--- config.mk ---
export PLATFORM = sky130hd
export DESIGN_NAME = led_matrix_scan_driver
export DESIGN_NICKNAME = d
export VERILOG_FILES = /design/src/rtl/led_matrix_scan_driver.sv
export SDC_FILE = /design/constraint.sdc
export NUM_CORES = 1
export LEC_CHECK = 0
export CORE_MARGIN = 2
export CORE_UTILIZATION = 60
export CTS_BUF_LIST = sky130_fd_sc_hd__clkbuf_4
export CTS_CLUSTER_DIAMETER = 120
export DETAILED_ROUTE_END_ITERATION = 10
export GPL_TIMING_DRIVEN = 0
export PLACE_DENSITY_LB_ADDON = 0.15
export SYNTH_ARGS = -nofsm -noshare
export SYNTH_HDL_FRONTEND = slang
export SYNTH_SLANG_ARGS = --single-unit
--- constraint.sdc ---
create_clock -name clk -period 5.6 [get_ports clk]
set_input_delay 0.56 -clock clk [delete_from_list [all_inputs] [get_ports clk]]
set_output_delay 0.56 -clock clk [all_outputs]
set_load 0.1 [all_outputs]
--- src/rtl/led_matrix_scan_driver.sv ---
// Double-buffered 8x8 LED frame store, scanned one column at a time with a blanking gap before each column.
// Latency: all outputs registered; a swapped-in frame is first shown from column 0 of the scan after the frame boundary.
// Backpressure: wr_ready drops after a wr_last handshake and returns high when the swap happens at the next frame boundary.
module led_matrix_scan_driver #(
  parameter int DWELL_CYCLES = 4,
  parameter int BLANK_CYCLES = 1
) (
  input  logic       clk,
  input  logic       reset,
  input  logic       wr_valid,
  output logic       wr_ready,
  input  logic [2:0] wr_col,
  input  logic [7:0] wr_data,
  input  logic       wr_last,
  output logic [7:0] col_sel_n,
  output logic [7:0] row_data,
  output logic       frame_start,
  output logic       swap_done
);

  // One phase counter serves both states, so size it for the longer of the two.
  localparam int PMAX = (DWELL_CYCLES > BLANK_CYCLES) ? DWELL_CYCLES : BLANK_CYCLES;
  localparam int PW   = $clog2(PMAX + 1);
  localparam logic [PW-1:0] BLANK_LAST = PW'(BLANK_CYCLES - 1);
  localparam logic [PW-1:0] DWELL_LAST = PW'(DWELL_CYCLES - 1);

  typedef enum logic {
    ST_BLANK = 1'b0,
    ST_ON    = 1'b1
  } state_t;

  state_t               state;
  logic [PW-1:0]        phase;
  logic [2:0]           col;
  logic                 front;    // bank currently being displayed
  logic                 pending;  // a complete frame sits in the back bank awaiting a swap
  logic [1:0][7:0][7:0] banks;    // banks[bank][column] = row bits

  logic wr_fire;
  assign wr_fire = wr_valid && wr_ready;

  // Writes only ever target the back bank; the displayed bank is read-only here.
  always_ff @(posedge clk or posedge reset) begin
    if (reset) begin
      banks <= '0;
    end else if (wr_fire) begin
      banks[~front][wr_col] <= wr_data;
    end
  end

  // Scan FSM with registered outputs, plus the swap/pending handshake tied to the frame boundary.
  always_ff @(posedge clk or posedge reset) begin
    if (reset) begin
      state       <= ST_BLANK;
      phase       <= '0;
      col         <= 3'd0;
      front       <= 1'b0;
      pending     <= 1'b0;
      wr_ready    <= 1'b1;
      col_sel_n   <= 8'hFF;
      row_data    <= 8'h00;
      frame_start <= 1'b0;
      swap_done   <= 1'b0;
    end else begin
      frame_start <= 1'b0;
      swap_done   <= 1'b0;
      case (state)
        ST_BLANK: begin
          col_sel_n <= 8'hFF;
          row_data  <= 8'h00;
          if (phase == BLANK_LAST) begin
            state <= ST_ON;
            phase <= '0;
          end else begin
            phase <= phase + 1'b1;
          end
        end
        ST_ON: begin
          col_sel_n   <= ~(8'h01 << col);
          row_data    <= banks[front][col];
          frame_start <= (col == 3'd0) && (phase == '0);
          if (phase == DWELL_LAST) begin
            state <= ST_BLANK;
            phase <= '0;
            col   <= col + 3'd1;
            // Only a frame that was already pending before this boundary is swapped in;
            // a wr_last landing on the boundary itself waits a full frame.
            if ((col == 3'd7) && pending) begin
              front     <= ~front;
              pending   <= 1'b0;
              wr_ready  <= 1'b1;
              swap_done <= 1'b1;
            end
          end else begin
            phase <= phase + 1'b1;
          end
        end
        default: begin
          state <= ST_BLANK;
          phase <= '0;
        end
      endcase
      // wr_fire implies pending was clear, so this never collides with the swap above.
      if (wr_fire && wr_last) begin
        pending  <= 1'b1;
        wr_ready <= 1'b0;
      end
    end
  end

endmodule
==> Word level (Yosys, flattened, before mapping) <==
Cells that the tools add are included.
{ "totals": {"register_bits": 156, "latch_bits": 0, "ramBits": 0, "mem_bits_ro": 0, "output_inout_bits": 19, "mem_count": 0} }
{ "classes": {"addsub": 2, "mul": 0, "n_div": 0, "magnitude_cmp": 6, "n_eq_ne": 2, "n_shift": 1, "mux": 29, "bitwise": 3, "reduce_logical": 14} }
{ "ops": {"columns": ["op", "count"], "rows": [
  ["2-to-1 mux 64 bit", 3],
  ["bitwise mux 128 bit", 1],
  ["demux 64 bit (select 1 bit)", 1],
  ["one-hot mux 8 bit (2 select lines)", 2],
  ["binary-select mux 8 bit (select 3 bit)", 1],
  ["demux 8 bit (select 3 bit)", 1],
  ["2-to-1 mux 8 bit", 2],
  ["2-to-1 mux 1 bit", 14],
  ["< comparator 3 x 4 -> 1 bit, second input constant", 2],
  ["NOT 8 bit", 1],
  ["<< shifter 1 x 3 -> 8 bit, first input constant", 1],
  ["adder 3 x 1 -> 3 bit, second input constant", 2],
  ["logical AND 1 bit", 6],
  ["zero test 3 bit", 2],
  ["2-to-1 mux 3 bit", 2],
  ["one-hot mux 3 bit (2 select lines)", 1],
  ["AND reduction 3 bit", 2],
  ["nonzero test 2 bit", 3],
  ["< comparator 1 x 2 -> 1 bit, second input constant", 2],
  ["== test 3 x 2 -> 1 bit, second input constant", 1],
  ["== test 3 bit, second input constant", 1],
  ["greater-or-equal comparator 3 x 1 -> 1 bit, second input constant", 1],
  ["NOT 1 bit", 2],
  ["one-hot mux 1 bit (2 select lines)", 1],
  ["2 further kinds", 2]
]} }

==> Depth between registers and ports, before layout <==
Gate-level depths: netlist of the first run.
{ "depth": {"ltp_word": 7, "mapped_depth": 7, "mapped_depth_nobuf": 5} }

==> Worst setup path before layout of the first run <==
No wires, ideal clock.
{ "synth_path": {"path_type": "reg-to-reg", "start": "register wr_ready", "end": "register banks[10] (netlist bit)", "setup_time_ps": 125, "arrival_ps": 1952, "required_ps": 5475, "slack_ps": 3523, "stages_incl_launch_ff": 4, "path_buffers": 0, "cell_sequence": "dfstp_2 -> nand3_1 -> nor3_2 -> mux2_2"} }
{ "synth_between": {"elab_chain_len": 1} }
{ "synth_lines": {"columns": ["item", "line", "rtl"], "rows": [
  ["start, declared", "11", "output logic wr_ready,"],
  ["start signal, assigned", "59", "wr_ready <= 1'b1;"],
  ["start signal, assigned", "91", "wr_ready <= 1'b1;"],
  ["start signal, assigned", "106", "wr_ready <= 1'b0;"],
  ["logical AND 1 bit", "40", "assign wr_fire = wr_valid && wr_ready;"],
  ["end signal, assigned by index", "47", "banks[~front][wr_col] <= wr_data;"],
  ["end, declared", "37", "logic [1:0][7:0][7:0] banks;"]
]} }
Every way passes these cells.
A chain may end at the register's enable or synchronous reset.

==> Final worst setup path of the first run <==
{ "layout_path": {"start": "register wr_ready", "end": "output wr_ready"} }
No word-level cell between the ends.

==> qor_table.md, run 1 <==
| Result | Reported | Unit |
| --- | --- | --- |
| Final Setup Violations | 0 | - |
| Post-CTS Resized | 0 | - |
| Number of sinks on the clock net | 156 | - |
| Count of placed standard cells in the final layout, fillers left out | 694 | - |
| Setup total negative slack | 0 | ps |
| Antenna violation net count after detailed routing | 0 | - |
| R2r worst-path depth | 6 | - |
| Power density cells | 258.0 | nW/um^2 |
| Fraction of layout cells with a size suffix above 1 | 38.84 | % |
| Number of unique standard cell types used by synthesis | 29 | - |
| Area of the die | 12530 | sq um |
| Total number of vias | 4269 | - |
| Area taken by flip-flops and latches | 3915 | sq um |
| Total congestion overflow after global routing | 0 | - |
| Combinational Power Share | 6.1 | % |
| Leading cell types in the layout, fill and taps excluded | sky130_fd_sc_hd__dfrtp_1 (147), sky130_fd_sc_hd__mux2_2 (129), sky130_fd_sc_hd__mux2i_1 (31), sky130_fd_sc_hd__clkdlybuf4s50_1 (31), sky130_fd_sc_hd__a22oi_1 (22) | - |
| Clock share of power | 34.5 | % |
| Final period util | 51.71 | % |
| Cts-stage hold buffer count | 0 | - |
| Starting density of the core | 61.24 | % |
| First-pass iteration count of the detailed router | 6 | - |
| Average wire length per cell after detail routing | 22.97 | um |
| Number of diodes added for antenna fixing | 0 | - |
| Area share of and/or/nand/nor cells after synthesis | 5.081 | % |
| Most used routing layer in global routing | met2 | - |
| Worst slew margin | 27.01 | % |
| Setup slack of the worst register-to-register path | 3360 | ps |
| Source of the worst register-to-register timing path | col[1] | - |
| Proportion of synthesized area in mux cells | 30.69 | % |
| Sequential element share of the synthesized area | 55.98 | % |
| Number of design rule violations left after detail routing | 0 | - |
| # fillers | 849 | - |
| Global-route usage over all layers | 27.05 | % |
| Maximum number of pins on one net before global-route repair | 86 | - |
| Synthesized instance count | 487 | - |
| Warnings, synthesis | 0 | - |
| Max-capacitance violation count | 0 | - |
| CTS Root Buffer Type | sky130_fd_sc_hd__clkbuf_4 | - |
| Critical path start-end classification | flop to primary output | - |
| Die boundary height | 112.0 | um |
| Die X | 112.0 | um |
| Placed instance count | 662 | - |
| Data arrival time at the worst-slack endpoint | 2340 | ps |
| Buffers added on ports | 31 | - |
| Final Hold Fails | 0 | - |
| Overall power of the completed layout | 2.013 | mW |
| Total number of placement rows | 39 | - |
| Final weighted congestion in routability-driven placement | 0.8088 | - |
| Antenna violations before repair | 0 | - |
| Wire length of the first global-routing pass | 25010 | um |
| Outcome | complete, no violations | - |
| Register bit count reported by yosys | 156 | - |
| Depth of the CTS H-tree | 4 | - |
| Time the worst path needs with I/O delays and setup | 2896 | ps |
| Max-slew violation total from the final report | 0 | - |
| Setup crit start kind | flop | - |
| Maximum number of buffers from clock root to sink | 2 | - |
| Leakage Power | 3.869 | nW |
| Core ar. | 11420 | sq um |
| Clock latency on the worst-skew pair | 560 | ps |
| Dominant combinational cell family by area after synthesis | multiplexers | - |
| Post-placement worst setup slack | 2813 | ps |
| Via density per instance | 6.151 | - |
| Synth Area in XOR/XNOR | 0.2505 | % |
| Min-delay worst type | primary input to asynchronous set/reset pin | - |
| Cell-by-cell listing of the critical path | clkdlybuf4s50_1 | - |
| Met1 Use GR | 36.25 | % |
| Number of nets in the synthesized netlist | 512 | - |
| Reported net switching power | 0.4800 | mW |
| Adder-cell share of the synthesized area | 1.789 | % |
| Final critical-path setup slack | 2704 | ps |
| Sum of net half-perimeters after detailed placement | 10320 | um |
| DRT iter0 DRCs | 348 | - |
| Post-Route Utilization | 68.33 | % |
| Avg Synthesized Cell Area | 14.36 | sq um |
| Switching portion of total power | 23.84 | % |
| Setup crit start | wr_ready | - |
| Met2 routing resource usage after global routing | 44.48 | % |
| Seq pwr share | 59.4 | % |
| Slowest stage cell, crit path | sky130_fd_sc_hd__clkdlybuf4s50_1 | - |
| Buffer count from post-CTS setup fixing | 0 | - |
| Vias in the first global route | 4407 | - |
| Unrepaired setup endpoints after global routing | false | - |
| End of the worst register-to-register path | row_data[2] | - |
| Top delay family on crit path | buffers and inverters | - |
| GR Layer Usage met3 | 6.424 | % |
| Layout Nets | 563 | - |
| Element type at the critical path end | primary output | - |
| Largest stage delay, worst path | 1150 | ps |
| Data required time of the critical path | 5040 | ps |
| Transition at the pin with the smallest max-transition slack | 1089 | ps |
| Clock tree from TritonCTS | done | - |
| Fraction of the mapped netlist area in compound gates | 3.704 | % |
| Total buffers and inverters traversed by the critical path | 1 | - |
| IO Pins | 34 | - |
| Highest fanout seen on the critical path | 8 | - |
| Clk slew on worst S/H paths | 130 | ps |
| Total standard cell area after synthesis | 6993 | sq um |
| Leading cell type in the layout, fill and taps excluded | sky130_fd_sc_hd__dfrtp_1 | - |
| F_max | 345.3 | MHz |
| Clk_skew | 10.55 | ps |
| Internal power | 1.533 | mW |
| Routed WL | 15940 | um |
| Inserted Clock Buffers | 17 | - |
| IR Drop Worst-Case VDD | 224.2 | uV |
| Area of the multi-input gates | 2903 | sq um |
| Relative area change from synthesis to final layout | 11.58 | % |
routing by layer:
metal / vias up / share of wire, %
met1: 2225 / 41
met5: - / 0
met2: 132 / 50
met4: 0 / 2.1
met3: 28 / 6.7
li1: 1884 / -
sequential cells by signal, indices dropped and copies added, names as in the netlist:
| name | cells |
|---|---|
| banks | 128 |
| front | 1 |
| swap_done | 1 |
| phase | 3 |
| pending | 1 |
| col | 3 |
| wr_ready | 1 |
| frame_start | 1 |
| state | 1 |
| col_sel_n | 8 |
| row_data | 8 |
logic make-up (layout without fill, tap and decap cells):
family,Yosys count,in the layout
simple gates,68,68
xor+xnor,2,2
fa+ha+maj,10,10
compound gates,35,35
buf+inv,39,103
mux,177,177
flops,156,156
final cells by class:
cell class              count  share of cell area [%]
clock buffers              18                   1.732
inverters                  10                  0.5452
plain buffers              29                   1.764
multi-input cells         292                   37.20
repair buffers             32                   4.330
clock inverters            14                   1.956
flip-flops and latches    156                   50.18
well taps                 143                   2.293
through the flow:
stage | area (sq um) | hold WS [ps]
floorplan | 6993 | 432.2
global placement | 7482 | 446.8
detailed placement | 7515 | 465.5
CTS | 7802 | 473.3
global route | 7802 | 501.6
finish | 7802 | 462.8
Yosys cell counts:
| cell type | number | share of area (%) |
|---|---|---|
| sky130_fd_sc_hd__buf_4 | 3 | 0.32 |
| sky130_fd_sc_hd__nor3_2 | 4 | 0.57 |
| sky130_fd_sc_hd__a22o_1 | 1 | 0.13 |
| sky130_fd_sc_hd__and3b_1 | 1 | 0.13 |
| sky130_fd_sc_hd__nor2_1 | 8 | 0.43 |
| sky130_fd_sc_hd__xnor2_1 | 2 | 0.25 |
| sky130_fd_sc_hd__a22oi_1 | 22 | 2.4 |
| sky130_fd_sc_hd__nand4_1 | 3 | 0.27 |
| sky130_fd_sc_hd__nand3_1 | 17 | 1.2 |
| sky130_fd_sc_hd__clkbuf_1 | 10 | 0.54 |
| sky130_fd_sc_hd__mux2i_1 | 31 | 4.4 |
| sky130_fd_sc_hd__buf_1 | 2 | 0.11 |
| sky130_fd_sc_hd__inv_1 | 10 | 0.54 |
| sky130_fd_sc_hd__nor2b_1 | 2 | 0.18 |
| sky130_fd_sc_hd__and2_1 | 2 | 0.18 |
| sky130_fd_sc_hd__mux2_2 | 129 | 21 |
| sky130_fd_sc_hd__nand2_1 | 19 | 1.0 |
| sky130_fd_sc_hd__dfstp_2 | 9 | 3.4 |
| sky130_fd_sc_hd__o21ai_0 | 2 | 0.14 |
| sky130_fd_sc_hd__nand3b_1 | 1 | 0.11 |
| sky130_fd_sc_hd__o21a_1 | 1 | 0.11 |
| sky130_fd_sc_hd__nor2_2 | 6 | 0.54 |
| sky130_fd_sc_hd__o211ai_1 | 9 | 0.97 |
| sky130_fd_sc_hd__mux4_2 | 17 | 5.5 |
| sky130_fd_sc_hd__ha_1 | 10 | 1.8 |
| sky130_fd_sc_hd__buf_2 | 14 | 1.0 |
| sky130_fd_sc_hd__or3_1 | 3 | 0.27 |
| sky130_fd_sc_hd__nand2b_1 | 2 | 0.18 |
| sky130_fd_sc_hd__dfrtp_1 | 147 | 53 |
power by group through the flow:
stage	Combinational (mW)	Sequential, mW	Clock [mW]
global route	0.135	1.20	0.759
global placement	0.116	1.21	0
CTS	0.125	1.19	0.702
finish	0.123	1.20	0.694
floorplan	0.0788	1.22	0
detailed placement	0.125	1.22	0
how the worst max path moves through the flow:
stage	to	slack [ps]	cells after the start
after global placement	banks[116]	-950	2
final	wr_ready	2700	1
after floorplan	banks[0]	850	1
after CTS	wr_ready	2690	1
after global routing	wr_ready	2630	1
after detailed placement	banks[55]	2810	4
No activity file was read; power rests on OpenSTA's default activity.
==> run 2, diff against run 1 <==
==> constraint.sdc (replaced) <==
create_clock -name clk -period 3 [get_ports clk]
set_input_delay 0.3 -clock clk [delete_from_list [all_inputs] [get_ports clk]]
set_output_delay 0.3 -clock clk [all_outputs]
set_load 0.1 [all_outputs]
==> run 2 against run 1 <==
  * Routed wire length is 1.7% higher
  * Sequential cell count stayed put
  * Critical endpoint unchanged
  * Non-clock buffer count is 2 higher
  * Largest power group unchanged
  * Die area stayed put
  * Cell count is 0.14% higher
  * Register-to-register slack worse by 2600 ps
  * Core utilization is 0.12 points lower
  * Final area is 0.18% lower
  * Clock power is 67% higher
==> qor_table.md, run 2 (synthesis gave the netlist of run 1 again) <==
| Result | Reported | Unit | vs previous |
| --- | --- | --- | --- |
| Top Registers | banks x128, col_sel_n x8, row_data x8 | - | unchanged |
| Antenna violation net count after detailed routing | 0 | - | unchanged |
| Number of sinks on the clock net | 156 | - | unchanged |
| Wire length of the first global-routing pass | 25610 | um | was 25010 um |
| Element type at the critical path end | primary output | - | unchanged |
| Sum of net half-perimeters after detailed placement | 10540 | um | was 10320 um |
| Top delay family on crit path | buffers and inverters | - | unchanged |
| Finished Cell Area | 7789 | sq um | was 7802 sq um |
| Die boundary height | 112.0 | um | unchanged |
| Clk_skew | 10.12 | ps | was 10.55 ps |
| Worst slew margin | 23.09 | % | was 27.01% |
| Data required time of the critical path | 2700 | ps | was 5040 ps |
| DRT iter0 DRCs | 315 | - | was 348 |
| Clk slew on worst S/H paths | 110 | ps | was 130 ps |
| Leading cell type in the layout, fill and taps excluded | sky130_fd_sc_hd__dfrtp_1 | - | unchanged |
| Setup crit start | wr_ready | - | unchanged |
| Cell-by-cell listing of the critical path | clkdlybuf4s50_1 | - | unchanged |
| Buffers added on ports | 31 | - | unchanged |
| # fillers | 837 | - | was 849 |
| Power density cells | 466.2 | nW/um^2 | was 258.0 nW/um^2 |
| Total buffers and inverters traversed by the critical path | 1 | - | unchanged |
| Vias in the first global route | 4511 | - | was 4407 |
| Min-delay worst type | primary input to asynchronous set/reset pin | - | unchanged |
| Final critical-path setup slack | 369.8 | ps | was 2704 ps |
| Unrepaired setup endpoints after global routing | false | - | unchanged |
| Final Setup Violations | 0 | - | unchanged |
| Data arrival time at the worst-slack endpoint | 2330 | ps | was 2340 ps |
| Cell count along the critical path | 1 | - | unchanged |
| Setup crit start kind | flop | - | unchanged |
| Area of the multi-input gates | 2903 | sq um | unchanged |
| Fraction of layout cells with a size suffix above 1 | 37.86 | % | was 38.84% |
| Core ar. | 11420 | sq um | unchanged |
| Average wire length per cell after detail routing | 23.33 | um | was 22.97 um |
| Largest stage delay, worst path | 1160 | ps | was 1150 ps |
| Max reg flops | 128 | - | unchanged |
| Number of diodes added for antenna fixing | 0 | - | unchanged |
| Clock tree from TritonCTS | done | - | unchanged |
| Final weighted congestion in routability-driven placement | 0.8212 | - | was 0.8088 |
| IR Drop Worst-Case VDD | 364.4 | uV | was 224.2 uV |
| Highest fanout seen on the critical path | 8 | - | unchanged |
| Time the worst path needs with I/O delays and setup | 2630 | ps |  |
| Max-slew violation total from the final report | 0 | - | unchanged |
| Total number of vias | 4214 | - | was 4269 |
| Number of design rule violations left after detail routing | 0 | - | unchanged |
| Cts-stage hold buffer count | 0 | - | unchanged |
| Post-placement worst setup slack | 486.4 | ps | was 2813 ps |
| Post-Route Utilization | 68.21 | % | was 68.33% |
| Max-capacitance violation count | 0 | - | unchanged |
| Inserted Clock Buffers | 17 | - | unchanged |
| Maximum number of buffers from clock root to sink | 2 | - | unchanged |
| Worst hold slack | 178.0 | ps | was 462.8 ps |
| Slowest stage cell, crit path | sky130_fd_sc_hd__clkdlybuf4s50_1 | - | unchanged |
| F_max | 380.2 | MHz |  |
| Outcome | complete, no violations | - | unchanged |
| R2r worst-path depth | 6 | - | unchanged |
| Instance area after placement | 7546 | sq um | was 7515 sq um |
| Area taken by flip-flops and latches | 3915 | sq um | unchanged |
| Total congestion overflow after global routing | 0 | - | unchanged |
| Overall power of the completed layout | 3.631 | mW | was 2.013 mW |
| Leading cell types in the layout, fill and taps excluded | sky130_fd_sc_hd__dfrtp_1 (147), sky130_fd_sc_hd__mux2_2 (129), sky130_fd_sc_hd__mux2i_1 (31), sky130_fd_sc_hd__clkdlybuf4s50_1 (31), sky130_fd_sc_hd__a22oi_1 (22) | - | unchanged |
| Clock latency on the worst-skew pair | 560 | ps | about the same |
| Source of the worst register-to-register timing path | state | - | was col[1] |
| Total number of placement rows | 39 | - | unchanged |
| Routed WL | 16220 | um | was 15940 um |
| Setup total negative slack | 0 | ps | unchanged |
| Starting density of the core | 61.24 | % | unchanged |
| Transition at the pin with the smallest max-transition slack | 1147 | ps | was 1089 ps |
| Post-CTS Resized | 0 | - | unchanged |
| Via density per instance | 6.063 | - | was 6.151 |
| Layout Nets | 565 | - | was 563 |
| IO Pins | 34 | - | unchanged |
| Buffer count from post-CTS setup fixing | 0 | - | unchanged |
| Global-route usage over all layers | 27.87 | % | was 27.05% |
| Setup slack of the worst register-to-register path | 720 | ps | was 3360 ps |
| Critical path start-end classification | flop to primary output | - | unchanged |
| Depth of the CTS H-tree | 4 | - | unchanged |
| Leakage Power | 3.863 | nW | was 3.869 nW |
| Antenna violations before repair | 0 | - | unchanged |
| Final Hold Fails | 0 | - | unchanged |
| Register with the most flip-flops | banks | - | unchanged |
| Placed instance count | 664 | - | was 662 |
| Count of placed standard cells in the final layout, fillers left out | 695 | - | was 694 |
| First-pass iteration count of the detailed router | 5 | - | was 6 |
| Maximum number of pins on one net before global-route repair | 47 | - | was 86 |
| CTS Root Buffer Type | sky130_fd_sc_hd__clkbuf_4 | - | unchanged |
| Final period util | 87.67 | % |  |
| Destination of the critical timing path | wr_ready | - | unchanged |
| Area of the die | 12530 | sq um | unchanged |
| End of the worst register-to-register path | row_data[6] | - | was row_data[2] |
| Relative area change from synthesis to final layout | 11.38 | % | was 11.58% |
| Die X | 112.0 | um | unchanged |
run 2: cell types whose count changed in the layout (fill, tap and decap cells not counted), sizes merged:
cell	delta
buf	+2
clkinvlp	-2
clkinv	+3
inv	-1
bufinv	-1
run 2: worst min-delay path by stage:
stage / startpoint / end / slack [ps] / cells after the start
6_report: reset / banks[75] / 180 / 2
2_1_floorplan: phase[0] / phase[0] / 430 / 1
3_5_place_dp: phase[0] / phase[0] / 450 / 1
3_3_place_gp: phase[0] / phase[0] / 450 / 1
5_1_grt: reset / banks[75] / 220 / 2
4_1_cts: reset / banks[91] / 180 / 2
run 2: worst reg2reg max path, cell delays in order, from the launching register on:
cell,delay (ps)
sky130_fd_sc_hd__dfrtp_1,330
sky130_fd_sc_hd__buf_2,190
sky130_fd_sc_hd__and2_1,140
sky130_fd_sc_hd__clkbuf_1,540
sky130_fd_sc_hd__buf_1,650
sky130_fd_sc_hd__nand3_1,150
sky130_fd_sc_hd__o211ai_1,190
run 2: cell type report:
cell class              instances  share of cell area, %
plain buffers                  29                  1.767
clock buffers                  18                  1.735
clock inverters                13                  1.382
well taps                     143                  2.297
multi-input cells             292                  37.27
repair buffers                 34                  4.755
flip-flops and latches        156                  50.26
inverters                      10                 0.5301
run 2: per-layer routing:
| layer | GRT usage [%] | up-vias | part of all wire, % |
|---|---|---|---|
| li1 | - | 1890 | - |
| met1 | 36.41 | 2187 | 41 |
| met2 | 47.11 | 109 | 52 |
| met3 | 6.369 | 28 | 5.1 |
| met4 | 8.537 | 0 | 1.8 |
| met5 | 0 | - | 0 |
run 2: power breakdown:
group / internal, mW / switching (mW) / total (mW)
sequential: 2.19 / 0.0454 / 2.23
clock: 0.473 / 0.691 / 1.16
combinational: 0.108 / 0.127 / 0.234
total: 2.77 / 0.863 / 3.63
